`config.mk`:
```
export PLATFORM = sky130hd
export DESIGN_NAME = int_ack_sequencer
export DESIGN_NICKNAME = d
export VERILOG_FILES = /design/src/rtl/int_ack_pkg.sv /design/src/rtl/int_ack_sequencer_rr_arbiter.sv /design/src/rtl/int_ack_sequencer.sv
export SDC_FILE = /design/constraint.sdc
export NUM_CORES = 1
export LEC_CHECK = 0
export CAP_MARGIN = 10
export CORE_ASPECT_RATIO = 0.6
export CORE_MARGIN = 3
export CORE_UTILIZATION = 30
export CTS_BUF_LIST = sky130_fd_sc_hd__clkbuf_4
export DETAILED_ROUTE_END_ITERATION = 10
export GPL_TIMING_DRIVEN = 0
export PLACE_DENSITY_LB_ADDON = 0.1
export SYNTH_ARGS = -nofsm -noshare
export SYNTH_HDL_FRONTEND = slang
export SYNTH_SLANG_ARGS = --single-unit
```
`constraint.sdc`:
```
create_clock -name clk -period 2.49 [get_ports clk]
set_input_delay 0.249 -clock clk [delete_from_list [all_inputs] [get_ports clk]]
set_output_delay 0.249 -clock clk [all_outputs]
set_load 0.05 [all_outputs]
```
`src/rtl/int_ack_pkg.sv`:
```
// Shared definitions for the cascade interrupt acknowledge sequencer:
// sequencer state encoding, default call opcode and controller-count bounds.
package int_ack_pkg;

    localparam int unsigned NCTRL_MIN       = 2;
    localparam int unsigned NCTRL_MAX       = 8;
    localparam int unsigned NCTRL_DEFAULT   = 4;
    localparam int unsigned SRC_W           = 3;
    localparam logic [7:0]  CALL_OP_DEFAULT = 8'hCD;

    // Acknowledge sequence: three inta byte cycles, then vector presentation
    // and a one-cycle gap so the granted controller can retire its request.
    typedef enum logic [2:0] {
        ST_IDLE    = 3'd0,
        ST_B0      = 3'd1,
        ST_B1      = 3'd2,
        ST_B2      = 3'd3,
        ST_PRESENT = 3'd4,
        ST_GAP     = 3'd5
    } state_e;

    // Width of a controller index; never narrower than one bit.
    function automatic int unsigned idx_width(input int unsigned n);
        if (n > 32'd1) begin
            return $clog2(n);
        end else begin
            return 32'd1;
        end
    endfunction

endpackage

```
`src/rtl/int_ack_sequencer_rr_arbiter.sv`:
```
// Round-robin arbiter: picks the first requester strictly after the last
// granted index, wrapping modulo N. Purely combinational.
module rr_arbiter
    import int_ack_pkg::*;
#(
    parameter int unsigned N  = NCTRL_DEFAULT,
    parameter int unsigned IW = idx_width(N)
) (
    input  logic [N-1:0]  req_i,
    input  logic [IW-1:0] last_i,
    output logic [N-1:0]  gnt_o,
    output logic [IW-1:0] idx_o,
    output logic          any_o
);

    int            cand_s;
    logic [IW-1:0] cand_idx_s;
    logic          found_s;

    // Scan requesters starting one past the previous winner.
    always_comb begin
        gnt_o      = '0;
        idx_o      = last_i;
        any_o      = 1'b0;
        found_s    = 1'b0;
        cand_s     = 0;
        cand_idx_s = '0;
        for (int i = 1; i <= int'(N); i++) begin
            cand_s     = (int'(last_i) + i) % int'(N);
            cand_idx_s = IW'(cand_s);
            if (!found_s && req_i[cand_idx_s]) begin
                found_s           = 1'b1;
                gnt_o             = '0;
                gnt_o[cand_idx_s] = 1'b1;
                idx_o             = cand_idx_s;
                any_o             = 1'b1;
            end else begin
                found_s = found_s;
            end
        end
    end

endmodule

```
`src/rtl/int_ack_sequencer.sv`:
```
// Cascade acknowledge sequencer: merges controller requests into one CPU
// interrupt, grants one controller per acknowledge, runs its three inta byte
// cycles and presents the assembled vector over a valid/ready handshake.
module int_ack_sequencer
    import int_ack_pkg::*;
#(
    parameter int unsigned NCTRL   = NCTRL_DEFAULT,
    parameter logic [7:0]  CALL_OP = CALL_OP_DEFAULT
) (
    input  logic             clk,
    input  logic             rst_n,
    input  logic             ie_i,
    input  logic             ack_req_i,
    input  logic [NCTRL-1:0] intr_in_i,
    input  logic [7:0]       bus_data_i,
    output logic [NCTRL-1:0] inta_out_o,
    output logic             cpu_intr_o,
    output logic             vec_valid_o,
    input  logic             vec_ready_i,
    output logic [15:0]      vec_addr_o,
    output logic [2:0]       vec_src_o,
    output logic             vec_err_o
);

    localparam int unsigned IW = idx_width(NCTRL);

    state_e           state_q;
    logic [NCTRL-1:0] inta_q;
    logic [IW-1:0]    last_grant_q;
    logic [IW-1:0]    grant_q;
    logic [7:0]       op_q;
    logic [7:0]       low_q;
    logic             vec_valid_q;
    logic [15:0]      vec_addr_q;
    logic [2:0]       vec_src_q;
    logic             vec_err_q;

    logic [NCTRL-1:0] arb_gnt_s;
    logic [IW-1:0]    arb_idx_s;
    logic             arb_any_s;

    rr_arbiter #(
        .N  (NCTRL),
        .IW (IW)
    ) u_arb (
        .req_i  (intr_in_i),
        .last_i (last_grant_q),
        .gnt_o  (arb_gnt_s),
        .idx_o  (arb_idx_s),
        .any_o  (arb_any_s)
    );

    // The CPU only sees a request while the sequencer can accept an acknowledge.
    assign cpu_intr_o = ie_i & (|intr_in_i) & (state_q == ST_IDLE);

    assign inta_out_o  = inta_q;
    assign vec_valid_o = vec_valid_q;
    assign vec_addr_o  = vec_addr_q;
    assign vec_src_o   = vec_src_q;
    assign vec_err_o   = vec_err_q;

    // Acknowledge sequencer with registered inta and vector outputs.
    always_ff @(posedge clk or negedge rst_n) begin
        if (!rst_n) begin
            state_q      <= ST_IDLE;
            inta_q       <= '0;
            last_grant_q <= IW'(NCTRL - 1);
            grant_q      <= IW'(NCTRL - 1);
            op_q         <= 8'h00;
            low_q        <= 8'h00;
            vec_valid_q  <= 1'b0;
            vec_addr_q   <= 16'h0000;
            vec_src_q    <= 3'd0;
            vec_err_q    <= 1'b0;
        end else begin
            case (state_q)
                ST_IDLE: begin
                    if (ack_req_i && ie_i) begin
                        if (arb_any_s) begin
                            grant_q <= arb_idx_s;
                            inta_q  <= arb_gnt_s;
                            state_q <= ST_B0;
                        end else begin
                            // Spurious acknowledge: report a fault vector and
                            // leave the round-robin pointer where it was.
                            grant_q     <= last_grant_q;
                            vec_addr_q  <= 16'h0000;
                            vec_src_q   <= 3'd0;
                            vec_err_q   <= 1'b1;
                            vec_valid_q <= 1'b1;
                            state_q     <= ST_PRESENT;
                        end
                    end else begin
                        state_q <= ST_IDLE;
                    end
                end
                ST_B0: begin
                    op_q    <= bus_data_i;
                    state_q <= ST_B1;
                end
                ST_B1: begin
                    low_q   <= bus_data_i;
                    state_q <= ST_B2;
                end
                ST_B2: begin
                    // A bad opcode is only flagged; all three byte cycles
                    // always run so the controller stays in step.
                    inta_q      <= '0;
                    vec_addr_q  <= {bus_data_i, low_q};
                    vec_src_q   <= SRC_W'(grant_q);
                    vec_err_q   <= (op_q != CALL_OP);
                    vec_valid_q <= 1'b1;
                    state_q     <= ST_PRESENT;
                end
                ST_PRESENT: begin
                    if (vec_ready_i) begin
                        vec_valid_q  <= 1'b0;
                        last_grant_q <= grant_q;
                        state_q      <= ST_GAP;
                    end else begin
                        state_q <= ST_PRESENT;
                    end
                end
                ST_GAP: begin
                    state_q <= ST_IDLE;
                end
                default: begin
                    inta_q      <= '0;
                    vec_valid_q <= 1'b0;
                    state_q     <= ST_IDLE;
                end
            endcase
        end
    end

endmodule

```
Word level (Yosys, flattened, before mapping)
Index checks and enable logic that the tools add are counted.
{"block": "word_totals", "regBits": 48, "input_bits": 17, "wordCells": 104, "output_inout_bits": 26}
{"block": "op_classes", "reduce_logical": 21, "bitwise": 4, "n_mux": 47, "addsub": 4, "eq_ne": 10, "order_cmp": 8}
{"cell": "$mux 16", "n": 2}
{"cell": "$pmux 16 s2", "n": 1}
{"cell": "$mux 4", "n": 6}
{"cell": "$mux 1", "n": 16}
{"cell": "$pmux 3 s5", "n": 1}
{"cell": "$lt 2x3->1 const B", "n": 4}
{"cell": "$mux 3", "n": 4}
{"cell": "$mux 2", "n": 5}
{"cell": "$bmux 1 s2", "n": 4}
{"cell": "$demux 1 s2", "n": 4}
{"cell": "$ge 2x1->1 const B", "n": 4}
{"cell": "$logic_and 1x1->1", "n": 8}
{"cell": "$ne 8x8->1 const B", "n": 1}
{"cell": "$pmux 4 s2", "n": 1}
{"cell": "$reduce_or 4->1", "n": 2}
{"cell": "$eq 3x2->1 const B", "n": 2}
{"cell": "$eq 3x3->1 const B", "n": 2}
{"cell": "$ne 2x2->1 const B", "n": 3}
{"cell": "$pmux 3 s2", "n": 1}
{"cell": "$reduce_and 3->1", "n": 2}
{"cell": "$add 2x1->2 const B", "n": 2}
{"cell": "$add 2x2->2 const B", "n": 2}
{"cell": "$pmux 1 s4", "n": 1}
{"cell": "$reduce_and 2->1", "n": 2}
{"cell": "other kinds (10)", "n": 14}

Logic depth before layout (Yosys ltp)
Gate-level depths: netlist (run 1).
{"block": "depth", "word_depth": 16, "mapped_depth": 8}

Hierarchy
A second synthesis (run 1) with hierarchy kept.
{"block": "hier_totals", "hier_cells": 233, "hier_area_um2": 2483.6}
{"mod": "int_ack_sequencer", "cells_per_inst": 175, "area_each_um2": 2000.7, "instances": 1}
{"mod": "rr_arbiter", "cells_per_inst": 58, "area_each_um2": 483.0, "instances": 1}

Least setup slack after synthesis (run 1)
No wires, ideal clock.
{"block": "synth_path", "path_kind": "register to register", "start": "reg last_grant_q[0]", "end": "reg grant_q[0]", "t_arrival_ps": 2185, "synth_period_minus_slack_ps": 2249, "required_time_ps": 2426, "n_path_buf": 1, "path_stages_with_launch": 8, "setup_slack_ps": 241, "path_cell_list": "dfstp_2 buf_6 inv_1 ha_1 mux4_2 nor2b_4 or4_1 nand3_1"}
{"block": "synth_between", "elab_chain_len": 14, "elab_cells_between_ends": 27, "classes_between": "add/sub (4); mux (17); reduce/logical (6)"}
{"item": "start: declaration", "line": "int_ack_sequencer.sv:29", "source": "logic [IW-1:0] last_grant_q;"}
{"item": "start signal: assignment", "line": "int_ack_sequencer.sv:67", "source": "last_grant_q <= IW'(NCTRL - 1);"}
{"item": "start signal: assignment", "line": "int_ack_sequencer.sv:118", "source": "last_grant_q <= grant_q;"}
{"item": "$add 2x1->2", "line": "int_ack_sequencer_rr_arbiter.sv:29", "source": "cand_s = (int'(last_i) + i) % int'(N);"}
{"item": "$bmux 1 s2", "line": "int_ack_sequencer_rr_arbiter.sv:31", "source": "if (!found_s && req_i[cand_idx_s]) begin"}
{"item": "$mux 1 (implied by the code)", "line": "int_ack_sequencer_rr_arbiter.sv:31"}
{"item": "$mux 1", "line": "int_ack_sequencer_rr_arbiter.sv:31"}
{"item": "$logic_not 1->1", "line": "int_ack_sequencer_rr_arbiter.sv:31"}
{"item": "$logic_and 1x1->1", "line": "int_ack_sequencer_rr_arbiter.sv:31"}
{"item": "$mux 1", "line": "int_ack_sequencer_rr_arbiter.sv:31"}
{"item": "$logic_not 1->1", "line": "int_ack_sequencer_rr_arbiter.sv:31"}
{"item": "$logic_and 1x1->1", "line": "int_ack_sequencer_rr_arbiter.sv:31"}
{"item": "$mux 1", "line": "int_ack_sequencer_rr_arbiter.sv:31"}
{"item": "$logic_not 1->1", "line": "int_ack_sequencer_rr_arbiter.sv:31"}
{"item": "$logic_and 1x1->1", "line": "int_ack_sequencer_rr_arbiter.sv:31"}
{"item": "$mux 2 or $mux 1 (tied branches)", "line": "int_ack_sequencer_rr_arbiter.sv:31"}
{"item": "$mux 2 (*)", "line": "int_ack_sequencer.sv:79", "source": "if (arb_any_s) begin"}
{"item": "end signal: assignment", "line": "int_ack_sequencer.sv:68", "source": "grant_q <= IW'(NCTRL - 1);"}
{"item": "end signal: assignment", "line": "int_ack_sequencer.sv:80", "source": "grant_q <= arb_idx_s;"}
{"item": "end signal: assignment", "line": "int_ack_sequencer.sv:86", "source": "grant_q <= last_grant_q;"}
{"item": "end: declaration", "line": "int_ack_sequencer.sv:30", "source": "logic [IW-1:0] grant_q;"}
Every way passes the cells marked *; elsewhere a longest branch is shown, timed or not. The select of a mux whose other input is x is not followed.
A chain may end at the register's enable or synchronous reset.

Worst setup path in the final report (run 1)
{"block": "layout_path", "start": "reg last_grant_q[1]", "end": "reg grant_q[0]"}
Same word-level chain as after synthesis.

==> results.yml, run 1 <==
yosys:
  synth_mux_area_frac: 0.144
  synth-compound-area-share: 0.155
  synth-simple-area-share: 0.103
  synthArstFlopShare: 1.00
  synth.most_common_cell: "dfrtp_1"
  synthesis.area_um2: 2330
  ys_ff_latch: 47
  synthAdderAreaFrac: 0.0429
  synth_xor_xnor_area_share: 0
  synth_top_cell_area_share: 0.462
  synth_edf_count: 0
  synth_nets: 216
  synth-main-ff-cell: "dfrtp_1"
  ys_types: 43
  synth_common_cells: "dfrtp_1 (43), a22o_1 (18), mux2_2 (17)"
  synthTopCellsByArea: "dfrtp_1 (46%), mux2_2 (8.2%), a22o_1 (6.8%)"
  syn-instance-count: 191
  synth_top_family_by_area: "compound AO/OA/AOI/OAI gates"
  yosysWarningCount: 0
  ys_seq_area_frac: 0.507
  avgSynthCellArea_um2: 12.2
  synth_top_area_cell: "dfrtp_1"
sta:
  fin_ws_ns: 0.0954
  worst_pin_slew_ns: 0.835
  rsz0062_at_grt: "no"
  slew_viol_final: 0
  fmax_mhz: 418
  timing.final.crit_share: 0.962
  slew_headroom: 0.441
  hold_viol: 0
  skew_ns: 0.0131
  fin_crit_ns: 2.39
  setup_violations: 0
worst_setup_path:
  arrival_ns: 2.69
  critPathMaxFanout: 11
  crit_path_max_incr_delay_ns: 0.73
  path_class: "reg -> reg"
  crit_family: "flip-flops"
  cp_data_required_time_ns: 2.78
  cp_cell_sequence: "clkinvlp_4 -> ha_4 -> mux4_2 -> buf_2 -> or4_1 -> nand3_1"
  crit_buf_inv: 2
  crit_path_end_kind: "flip-flop"
  worstSetupStartpointType: "flip-flop"
  slowest_stage: "dfstp_2"
global_route:
  grt_pass1_wl_um: 8950
  grt_use_total: 0.130
  grt_pass1_vias: 1566
  antenna_found_initial: 0
  grt_overflow: 0
  grt_start_max_net_pins: 40
drt:
  first_pass_iters: 4
  drt_iter0_markers: 129
  vias: 1681
  viasPerCell: 4.87
  drc_errors: 0
  wirelength_um: 5740
  post_drt_wl_per_cell_um: 16.6
  drtAntennaViolNets: 0
power_and_ir_drop:
  leakagePower_nw: 1.24
  power_mw: 4.06
  cellPowerDensity_nw_per_um2: 1370
  vdd.ir_drop.worst_mv: 0.576
place:
  place_inst: 335
  portBuffers: 39
  pre_cts_ws_ns: -0.0465
  gp_congestion: 0.785
  hpwlAfterDp_um: 4100
cells_and_area:
  area_growth_syn_to_layout_pct: 27.1
  finalNonFillerCells: 345
  fin_util: 0.401
  n_antenna_cell: 0
  drive_gt1_frac: 0.224
  fin_nets: 265
clock_tree:
  numCtsBuffers: 5
  insertion_delay_ns: 0.35
  cts_max_level: 2
  cts_buffer_depth: 2
  cts.sinks: 47
  cts_tree: "yes"
  clk_pin_slew_worst_paths_ns: 0.15
  root_buffer: "clkbuf_4"
floorplanning:
  core-area_um2: 7390
  fp.dieH_um: 74.3
  placementRows: 24
  ios: 43
  initial_core_util: 0.316
  die_x_um: 120
  design.die.area_um2: 8900
min_path:
  hold_class: "in -> async"
job:
  drv_cap: 0
outcome:
  status: "finished, final reports clean"
[routing by layer]
metal  vias up  GRT usage  routed length [um]
li1        813          -                   -
met1       830      0.226                3390
met2        36      0.151                2050
met3         2     0.0312                 267
met4         0     0.0266                  24
met5         -          0                   0
[kinds of logic after synthesis]
kind of cell | after synthesis
fa+ha+maj | 8
flops | 47
buf+inv | 23
mux | 26
simple gates | 39
other cells | 1
compound gates | 47
[final timing paths]
kind	startpoint	endpoint	slack [ns]	depth (start not counted)
setup / recovery	last_grant_q[1]	grant_q[0]	0.1	6
hold / removal	rst_n	vec_addr_o[14]	0.26	2
setup reg to reg	last_grant_q[1]	grant_q[0]	0.1	6
hold reg to reg	grant_q[0]	last_grant_q[0]	0.50	2
max in group asynchronous	rst_n	grant_q[1]	1.69	3
min in group clk	intr_in_i[1]	vec_valid_o	0.36	3
[where the power goes]
group	total, mW	switching [mW]	internal (mW)
clock network	0.364	0.255	0.109
logic	2.34	1.36	0.984
registers	1.35	0.224	1.13
[per-stage QoR]
stage	hold slack, ns	instance area, um2	setup TNS, ns
floorplan	-0.0466	2330	0
global placement	0.479	2850	-10.74
detailed placement	0.123	2870	-0.119
CTS	0.241	2950	0
global route	0.246	2960	0
finish	0.258	2960	0
[flip-flops by register name (all words and copies together), names as in the netlist]
signal,flops
vec_valid_o,1
low_q,8
vec_src_o,2
vec_addr_o,16
last_grant_q,2
inta_out_o,4
grant_q,2
state_q,3
vec_err_o,1
op_q,8
[what timing repair did]
action,4_1_cts,5_1_grt
buffers inserted,0,2
endpoints found under the setup margin,6,6
hold buffers,1,0
hold endpoints to repair,8,0
resized for setup,3,2
[worst reg2reg max path, cell delays in order (launching register included)]
cell	delay, ns
dfstp_2	0.73
clkinvlp_4	0.19
ha_4	0.33
mux4_2	0.36
buf_2	0.22
or4_1	0.42
nand3_1	0.10
[area by class of cell]
class	instances	area, um2
multi-input cells	121	1050
inverters	9	41.3
well taps	104	130
clock buffers	5	37.5
fillers	747	4420
repair buffers	43	429
flip-flops and latches	47	1180
plain buffers	13	72.6
clock inverters	3	20.0
[cell usage in the layout, fill, tap and decap left out, types with 4 or more instances in the layout]
master,instances
dfrtp_1,43
dfstp_2,4
clkbuf_4,5
nand4_1,4
o221ai_1,5
a221oi_1,4
a21oi_1,6
a22o_1,18
mux2i_1,5
mux2_2,17
buf_2,7
buf_4,4
inv_1,7
clkdlybuf4s50_1,37
nand2b_1,4
ha_1,7
nand2_1,11
Note: power is estimated with default switching activity, not from simulation.
==> run 2: changes to the inputs <==
- CAP_MARGIN: 10 -> default
==> results of run 2 <==
No change in the layout: final DEF, timing and power equal those of run 1.
